## config.mk

```make
export PLATFORM = sky130hd
export DESIGN_NAME = uart_task_sequencer
export DESIGN_NICKNAME = d
export VERILOG_FILES = /design/src/rtl/uart_task_sequencer.sv
export SDC_FILE = /design/constraint.sdc
export NUM_CORES = 1
export LEC_CHECK = 0
export BUFFER_PORTS_ARGS = -buffer_cell sky130_fd_sc_hd__buf_2
export CORE_ASPECT_RATIO = 2
export CORE_UTILIZATION = 55
export DETAILED_ROUTE_END_ITERATION = 6
export HOLD_SLACK_MARGIN = 0.15
export PLACE_DENSITY = 0.8
export SYNTH_ARGS = -nofsm -noshare
export SYNTH_HDL_FRONTEND = slang
export SYNTH_SLANG_ARGS = --single-unit
export TNS_END_PERCENT = 1
```

## constraint.sdc

```tcl
create_clock -name clk -period 4.9 [get_ports clk]
set_input_delay 0.49 -clock clk [delete_from_list [all_inputs] [get_ports clk]]
set_output_delay 0.49 -clock clk [all_outputs]
set_load 0.1 [all_outputs]
```

## src/rtl/uart_task_sequencer.sv

```systemverilog
// Command sequencer between the UART byte FIFOs and an external arithmetic unit.
// Define UART_TASK_SEQ_ECHO_EN to echo every byte received in GET_OP/GET_A/GET_B.
module uart_task_sequencer #(
    parameter int DATA_W         = 32,
    parameter int NUM_OPS        = 4,
    parameter int TIMEOUT_CYCLES = 1024,
    localparam int OP_W          = (NUM_OPS > 1) ? $clog2(NUM_OPS) : 1
) (
    input  logic              clk,
    input  logic              reset,
    input  logic              start,
    input  logic [7:0]        rx_data,
    input  logic              rx_valid,
    output logic              rx_ready,
    output logic [7:0]        tx_data,
    output logic              tx_valid,
    input  logic              tx_ready,
    output logic              op_start,
    output logic [OP_W-1:0]   op_sel,
    output logic [DATA_W-1:0] op_a,
    output logic [DATA_W-1:0] op_b,
    input  logic              op_done,
    input  logic [DATA_W-1:0] op_result,
    output logic              busy,
    output logic              done,
    output logic [1:0]        err_code
);

    localparam int BYTES = DATA_W / 8;
    localparam int IDX_N = (BYTES > 13) ? BYTES : 13;
    localparam int IDX_W = $clog2(IDX_N);
    localparam int TMO_W = (TIMEOUT_CYCLES > 1) ? $clog2(TIMEOUT_CYCLES) : 1;
    localparam logic [7:0] OP_LO  = 8'h30;
    localparam logic [7:0] OP_HI  = 8'(8'h30 + NUM_OPS);
    localparam logic [7:0] ERR_OP = 8'h3F;
    localparam logic [7:0] ERR_TO = 8'h21;

    typedef enum logic [3:0] {
        ST_IDLE     = 4'd0,
        ST_PROMPT   = 4'd1,
        ST_GET_OP   = 4'd2,
        ST_GET_A    = 4'd3,
        ST_GET_B    = 4'd4,
        ST_EXEC     = 4'd5,
        ST_WAIT_OP  = 4'd6,
        ST_SEND_RES = 4'd7,
        ST_ERR_TX   = 4'd8,
        ST_DONE     = 4'd9,
        ST_ECHO     = 4'd10
    } state_t;

    function automatic logic [7:0] prompt_byte(input logic [IDX_W-1:0] i);
        case (int'(i))
            0:       prompt_byte = 8'h45;
            1:       prompt_byte = 8'h6E;
            2:       prompt_byte = 8'h74;
            3:       prompt_byte = 8'h65;
            4:       prompt_byte = 8'h72;
            5:       prompt_byte = 8'h20;
            6:       prompt_byte = 8'h6F;
            7:       prompt_byte = 8'h70;
            8:       prompt_byte = 8'h63;
            9:       prompt_byte = 8'h6F;
            10:      prompt_byte = 8'h64;
            11:      prompt_byte = 8'h65;
            12:      prompt_byte = 8'h3A;
            default: prompt_byte = 8'h00;
        endcase
    endfunction

    state_t            state_q, state_d;
    logic [IDX_W-1:0]  idx_q, idx_d;
    logic [TMO_W-1:0]  tmo_q, tmo_d;
    logic [DATA_W-1:0] res_q, res_d;
    logic              rx_ready_q, rx_ready_d;
    logic [7:0]        tx_data_q, tx_data_d;
    logic              tx_valid_q, tx_valid_d;
    logic              op_start_q, op_start_d;
    logic [OP_W-1:0]   op_sel_q, op_sel_d;
    logic [DATA_W-1:0] op_a_q, op_a_d;
    logic [DATA_W-1:0] op_b_q, op_b_d;
    logic              busy_q, busy_d;
    logic              done_q, done_d;
    logic [1:0]        err_q, err_d;
`ifdef UART_TASK_SEQ_ECHO_EN
    state_t            ret_q, ret_d;
`endif

    logic              rx_fire_s, tx_fire_s;
    logic              acc_s, enter_s;
    state_t            acc_next_s, enter_state_s;
    logic [TMO_W-1:0]  tmo_inc_s;
    logic [DATA_W-1:0] res_shift_s;

    // Next-state and next-output computation for the whole command cycle.
    always_comb begin
        state_d       = state_q;
        idx_d         = idx_q;
        tmo_d         = tmo_q;
        res_d         = res_q;
        rx_ready_d    = rx_ready_q;
        tx_data_d     = tx_data_q;
        tx_valid_d    = tx_valid_q;
        op_start_d    = 1'b0;
        op_sel_d      = op_sel_q;
        op_a_d        = op_a_q;
        op_b_d        = op_b_q;
        busy_d        = busy_q;
        done_d        = 1'b0;
        err_d         = err_q;
`ifdef UART_TASK_SEQ_ECHO_EN
        ret_d         = ret_q;
`endif
        rx_fire_s     = rx_valid && rx_ready_q;
        tx_fire_s     = tx_valid_q && tx_ready;
        acc_s         = 1'b0;
        acc_next_s    = state_q;
        enter_s       = 1'b0;
        enter_state_s = state_q;
        tmo_inc_s     = tmo_q + 1'b1;
        res_shift_s   = res_q << 4'd8;

        case (state_q)
            ST_IDLE: begin
                if (start) begin
                    state_d    = ST_PROMPT;
                    err_d      = 2'd0;
                    busy_d     = 1'b1;
                    idx_d      = '0;
                    tx_valid_d = 1'b1;
                    tx_data_d  = prompt_byte('0);
                end else begin
                    state_d = ST_IDLE;
                end
            end
            ST_PROMPT: begin
                if (tx_fire_s) begin
                    if (idx_q == IDX_W'(12)) begin
                        idx_d      = '0;
                        tx_valid_d = 1'b0;
                        rx_ready_d = 1'b1;
                        state_d    = ST_GET_OP;
                    end else begin
                        idx_d     = idx_q + 1'b1;
                        tx_data_d = prompt_byte(idx_q + 1'b1);
                    end
                end else begin
                    state_d = ST_PROMPT;
                end
            end
            ST_GET_OP: begin
                if (rx_fire_s) begin
                    acc_s = 1'b1;
                    if ((rx_data >= OP_LO) && (rx_data < OP_HI)) begin
                        op_sel_d   = OP_W'(rx_data - OP_LO);
                        acc_next_s = ST_GET_A;
                    end else begin
                        err_d      = 2'd1;
                        acc_next_s = ST_ERR_TX;
                    end
                end else begin
                    state_d = ST_GET_OP;
                end
            end
            ST_GET_A, ST_GET_B: begin
                if (rx_fire_s) begin
                    acc_s = 1'b1;
                    if (state_q == ST_GET_A) begin
                        op_a_d = (op_a_q << 4'd8) | DATA_W'(rx_data);
                    end else begin
                        op_b_d = (op_b_q << 4'd8) | DATA_W'(rx_data);
                    end
                    if (idx_q == IDX_W'(BYTES - 1)) begin
                        idx_d      = '0;
                        acc_next_s = (state_q == ST_GET_A) ? ST_GET_B : ST_EXEC;
                    end else begin
                        idx_d      = idx_q + 1'b1;
                        acc_next_s = state_q;
                    end
                end else begin
                    state_d = state_q;
                end
            end
            ST_EXEC: begin
                state_d = ST_WAIT_OP;
                tmo_d   = '0;
            end
            ST_WAIT_OP: begin
                // op_done takes priority over a timeout landing on the same edge.
                if (op_done) begin
                    res_d      = op_result;
                    idx_d      = '0;
                    tx_valid_d = 1'b1;
                    tx_data_d  = op_result[DATA_W-1 -: 8];
                    state_d    = ST_SEND_RES;
                end else if (tmo_inc_s >= TMO_W'(TIMEOUT_CYCLES - 1)) begin
                    tmo_d      = tmo_inc_s;
                    err_d      = 2'd2;
                    tx_valid_d = 1'b1;
                    tx_data_d  = ERR_TO;
                    state_d    = ST_ERR_TX;
                end else begin
                    tmo_d = tmo_inc_s;
                end
            end
            ST_SEND_RES: begin
                if (tx_fire_s) begin
                    if (idx_q == IDX_W'(BYTES - 1)) begin
                        tx_valid_d = 1'b0;
                        done_d     = 1'b1;
                        state_d    = ST_DONE;
                    end else begin
                        idx_d     = idx_q + 1'b1;
                        res_d     = res_shift_s;
                        tx_data_d = res_shift_s[DATA_W-1 -: 8];
                    end
                end else begin
                    state_d = ST_SEND_RES;
                end
            end
            ST_ERR_TX: begin
                if (tx_fire_s) begin
                    tx_valid_d = 1'b0;
                    done_d     = 1'b1;
                    state_d    = ST_DONE;
                end else begin
                    state_d = ST_ERR_TX;
                end
            end
            ST_DONE: begin
                busy_d  = 1'b0;
                state_d = ST_IDLE;
            end
`ifdef UART_TASK_SEQ_ECHO_EN
            ST_ECHO: begin
                if (tx_fire_s) begin
                    enter_s       = 1'b1;
                    enter_state_s = ret_q;
                end else begin
                    state_d = ST_ECHO;
                end
            end
`endif
            default: begin
                state_d    = ST_IDLE;
                busy_d     = 1'b0;
                rx_ready_d = 1'b0;
                tx_valid_d = 1'b0;
            end
        endcase

        if (acc_s) begin
`ifdef UART_TASK_SEQ_ECHO_EN
            state_d    = ST_ECHO;
            ret_d      = acc_next_s;
            rx_ready_d = 1'b0;
            tx_valid_d = 1'b1;
            tx_data_d  = rx_data;
`else
            enter_s       = 1'b1;
            enter_state_s = acc_next_s;
`endif
        end else begin
            enter_s = enter_s;
        end

        // Common entry actions once a received byte has been fully handled.
        if (enter_s) begin
            state_d = enter_state_s;
            case (enter_state_s)
                ST_ERR_TX: begin
                    rx_ready_d = 1'b0;
                    tx_valid_d = 1'b1;
                    tx_data_d  = ERR_OP;
                end
                ST_EXEC: begin
                    rx_ready_d = 1'b0;
                    tx_valid_d = 1'b0;
                    op_start_d = 1'b1;
                end
                default: begin
                    rx_ready_d = 1'b1;
                    tx_valid_d = 1'b0;
                end
            endcase
        end else begin
            op_start_d = op_start_d;
        end
    end

    // State and registered-output flops.
    always_ff @(posedge clk or posedge reset) begin
        if (reset) begin
            state_q    <= ST_IDLE;
            idx_q      <= '0;
            tmo_q      <= '0;
            res_q      <= '0;
            rx_ready_q <= 1'b0;
            tx_data_q  <= 8'h00;
            tx_valid_q <= 1'b0;
            op_start_q <= 1'b0;
            op_sel_q   <= '0;
            op_a_q     <= '0;
            op_b_q     <= '0;
            busy_q     <= 1'b0;
            done_q     <= 1'b0;
            err_q      <= 2'd0;
`ifdef UART_TASK_SEQ_ECHO_EN
            ret_q      <= ST_IDLE;
`endif
        end else begin
            state_q    <= state_d;
            idx_q      <= idx_d;
            tmo_q      <= tmo_d;
            res_q      <= res_d;
            rx_ready_q <= rx_ready_d;
            tx_data_q  <= tx_data_d;
            tx_valid_q <= tx_valid_d;
            op_start_q <= op_start_d;
            op_sel_q   <= op_sel_d;
            op_a_q     <= op_a_d;
            op_b_q     <= op_b_d;
            busy_q     <= busy_d;
            done_q     <= done_d;
            err_q      <= err_d;
`ifdef UART_TASK_SEQ_ECHO_EN
            ret_q      <= ret_d;
`endif
        end
    end

    assign rx_ready = rx_ready_q;
    assign tx_data  = tx_data_q;
    assign tx_valid = tx_valid_q;
    assign op_start = op_start_q;
    assign op_sel   = op_sel_q;
    assign op_a     = op_a_q;
    assign op_b     = op_b_q;
    assign busy     = busy_q;
    assign done     = done_q;
    assign err_code = err_q;

endmodule

```

==> key figures <==
Run status
  – Status: finished, final reports clean

Timing
  – Relative slew slack: 15.5%
  – Layout Skew: 0.00994 ns
  – Min Tclk post-route: 3.26 ns
  – # setup viols final: 0
  – Worst setup margin: 1.64 ns
  – Fmax: 307 MHz
  – Total Neg Setup Slack: 0 ns
  – Hold Fails Final Rpt: 0
  – Worst Tran Pin Value: 1.26 ns
  – RSZ-0062 raised after global routing: no
  – Slew Viols, Final: 0
  – Final period util: 66.5%

Power and ir drop
  – Power Density: 462 nW/um^2
  – IR drop worst, VDD: 0.000367 V
  – Tot Pwr: 3.48 mW
  – Static Leak: 3.75 nW

Critical path
  – Crit end category: register
  – Crit-path cells: ha_1 > nor3b_2 > nor2_2 > mux2_2 > nand3_1 > nand2_1 > o21ai_0
  – Worst path depth: 7
  – Worst reg2reg path depth: 7
  – Crit-path slowest cell: nand3_1
  – CP Data Arrival Time: 3.49 ns
  – Startpoint of the worst setup timing path: idx_q[0]
  – Max stage delay on crit path: 0.85 ns
  – Req. time, crit path: 5.13 ns
  – Worst flop-to-flop path startpoint: idx_q[0]
  – Crit path max-delay family: simple AND/OR/NAND/NOR gates
  – Setup crit start kind: register
  – Worst-path fanout max: 40
  – Kind of critical path: register to register
  – Worst Path Buf+Inv: 0

Logic synthesis
  – Mean post-synth cell area: 10.7 sq um
  – Warnings, synthesis: 0
  – Top cell type's share of synthesized area: 49.7%
  – EDFF count, synth: 0
  – Primary FF master, synth: dfrtp_1
  – Cell Area, Synth: 6190 sq um
  – Synth cell types: 67
  – #FFs+latches synth: 123
  – Syn nets: 632
  – Largest cells by area after synthesis: dfrtp_1 50%, mux2_2 13%, o21ai_0 4.9%
  – Asr flop ratio synth: 100%
  – Synth area leader: dfrtp_1
  – Register area share after synthesis: 49.7%
  – Most numerous cell in the Yosys netlist: dfrtp_1
  – Synth Instances: 576
  – Synth top cells by count: 123 x dfrtp_1, 70 x mux2_2, 60 x o21ai_0

Global route
  – Grt ovf: 0
  – Vias in the first global route: 5449
  – First-pass GRT wire length: 27300 microns
  – Largest net degree at the start of global routing: 84
  – Global Route Usage Sum: 30.2%
  – Antenna violations before repair: 0

Worst hold path
  – Hold Crit Depth: 2
  – Worst Hold Class: input port to register
  – HP Start: op_result[1]

Route
  – Initial DRC Count: 384
  – Post-DR vias/cell: 6.08
  – Routed Wire Length: 16800 microns
  – Residual DRC: 0
  – ANT nets after route: 0
  – Routed wire length per instance: 19.9 microns
  – Pre-antenna DRT Iters: 5
  – Routed via count: 5132

Clock tree
  – CTS root buf: clkbuf_16
  – TritonCTS clock tree: done
  – CTS Buf Count: 17
  – CTS max path bufs: 2
  – CTS H-Tree Depth: 4
  – Clk slew on worst S/H paths: 0.06 ns
  – Post-CTS setup repair buffer count: 0
  – Cts hold-fix bufs: 0
  – Clock latency at the later pin of the worst-skew pair: 0.41 ns
  – Sink Count: 123
  – Number of gates resized after cts: 0

Final layout
  – Area grow syn2layout: 21.8%
  – Final net count: 747
  – Diode count: 0
  – Layout cells sized above 1: 35.7%

Floorplanning
  – DIE WIDTH: 77 microns
  – Area of the die: 11700 sq um
  – Rows: 54
  – Ports: 127
  – Initial Utilization: 56.5%
  – Core box area: 10900 sq um
  – Chip Height: 152 microns

Placed design
  – Port buffer count: 126
  – RePlAce Congestion: 0.981
  – HPWL Detailed: 11900 microns
  – Setup WS pre-CTS: 1.71 ns

Job
  – Max-Cap Viols: 0
kinds of logic (layout without fill, tap and decap cells):
logic type | after synthesis | in the layout | synth area share, %
DFF | 123 | 123 | 49.7
muxes | 93 | 93 | 16.5
and+or+nand+nor | 152 | 152 | 12.9
buffers and inverters | 46 | 174 | 3.07
AOI/OAI and AO/OA | 150 | 150 | 15.6
xor gates and xnor gates | 2 | 2 | 0.283
adders and majority gates | 10 | 10 | 2.02
per-layer routing:
metal	part of all wire, %	routed length, microns	track usage, %	vias to the layer above
met4	7.5	1260	24.0	0
met5	0	0	0	-
met3	4.7	790	6.61	82
met2	53	8970	52.5	219
met1	34	5780	30.6	2489
li1	-	-	-	2342
final cells by class:
cell class | instances | area, sq um
Fill cell | 849 | 3410
Sequential cell | 123 | 3080
Multi-Input combinational cell | 407 | 2920
Timing Repair Buffer | 133 | 683
Clock buffer | 19 | 453
Clock inverter | 13 | 190
Tap cell | 140 | 175
Inverter | 9 | 36.3
placed cells by master, fill, tap and decap left out, drive strengths merged, types with 3 or more instances in the layout:
cell type | netlist | final
and3 | 7 | 7
nor2 | 30 | 30
a21o | 4 | 4
a32oi | 3 | 3
o31ai | 5 | 5
or2 | 3 | 3
buf | 13 | 133
mux2i | 23 | 23
a31oi | 4 | 4
a211oi | 3 | 3
nor4 | 3 | 3
clkinv | 0 | 7
a21oi | 27 | 27
nor3 | 12 | 12
o21a | 3 | 3
clkbuf | 24 | 19
o22ai | 5 | 5
a211o | 5 | 5
nand3 | 7 | 7
mux2 | 70 | 70
nand2 | 52 | 52
nand4 | 3 | 3
o21ai | 60 | 60
nor4b | 3 | 3
ha | 10 | 10
bufinv | 0 | 4
and2 | 4 | 4
a22o | 10 | 10
nor3b | 4 | 4
nor2b | 7 | 7
inv | 9 | 10
nand2b | 6 | 6
dfrtp | 123 | 123
worst register-to-register path: cells and delay by family (launching register included):
family          cells  cell delay, ns
compound gates      1            0.14
fa+ha+maj           1            0.31
simple gates        4            1.93
flops               1            0.44
mux                 1            0.26
worst paths after layout:
check                      slack (ns)        end
min reg2reg                      0.47       busy
max                              1.64  res_q[20]
min in group asynchronous        0.33   op_a[17]
max in group asynchronous        3.47   op_b[20]
max reg2reg                      1.64  res_q[20]
min                              0.30   res_q[1]
power breakdown:
part           switching [mW]  internal, mW  total, mW
logic                   0.697         0.297      0.994
clock network           0.468         0.882       1.35
registers              0.0611          1.07       1.14
total                    1.23          2.25       3.48
state kept, by name (all words and copies together) (netlist names):
name / count
op_a: 32
state_q: 4
tmo_q: 10
op_start: 1
res_q: 24
err_code: 2
op_b: 32
tx_valid: 1
busy: 1
done: 1
idx_q: 4
rx_ready: 1
tx_data: 8
op_sel: 2
through the flow:
stage	std cells	hold slack [ns]	area (sq um)	util [%]
6_report	844	0.295	7530	68.8
5_1_grt	844	0.294	7530	68.8
4_1_cts	844	0.285	7530	68.8
3_5_place_dp	812	0.467	6890	63.0
3_3_place_gp	812	0.455	6890	63.0
2_1_floorplan	576	0.439	6190	-
No activity file was read; power rests on OpenSTA's default activity.
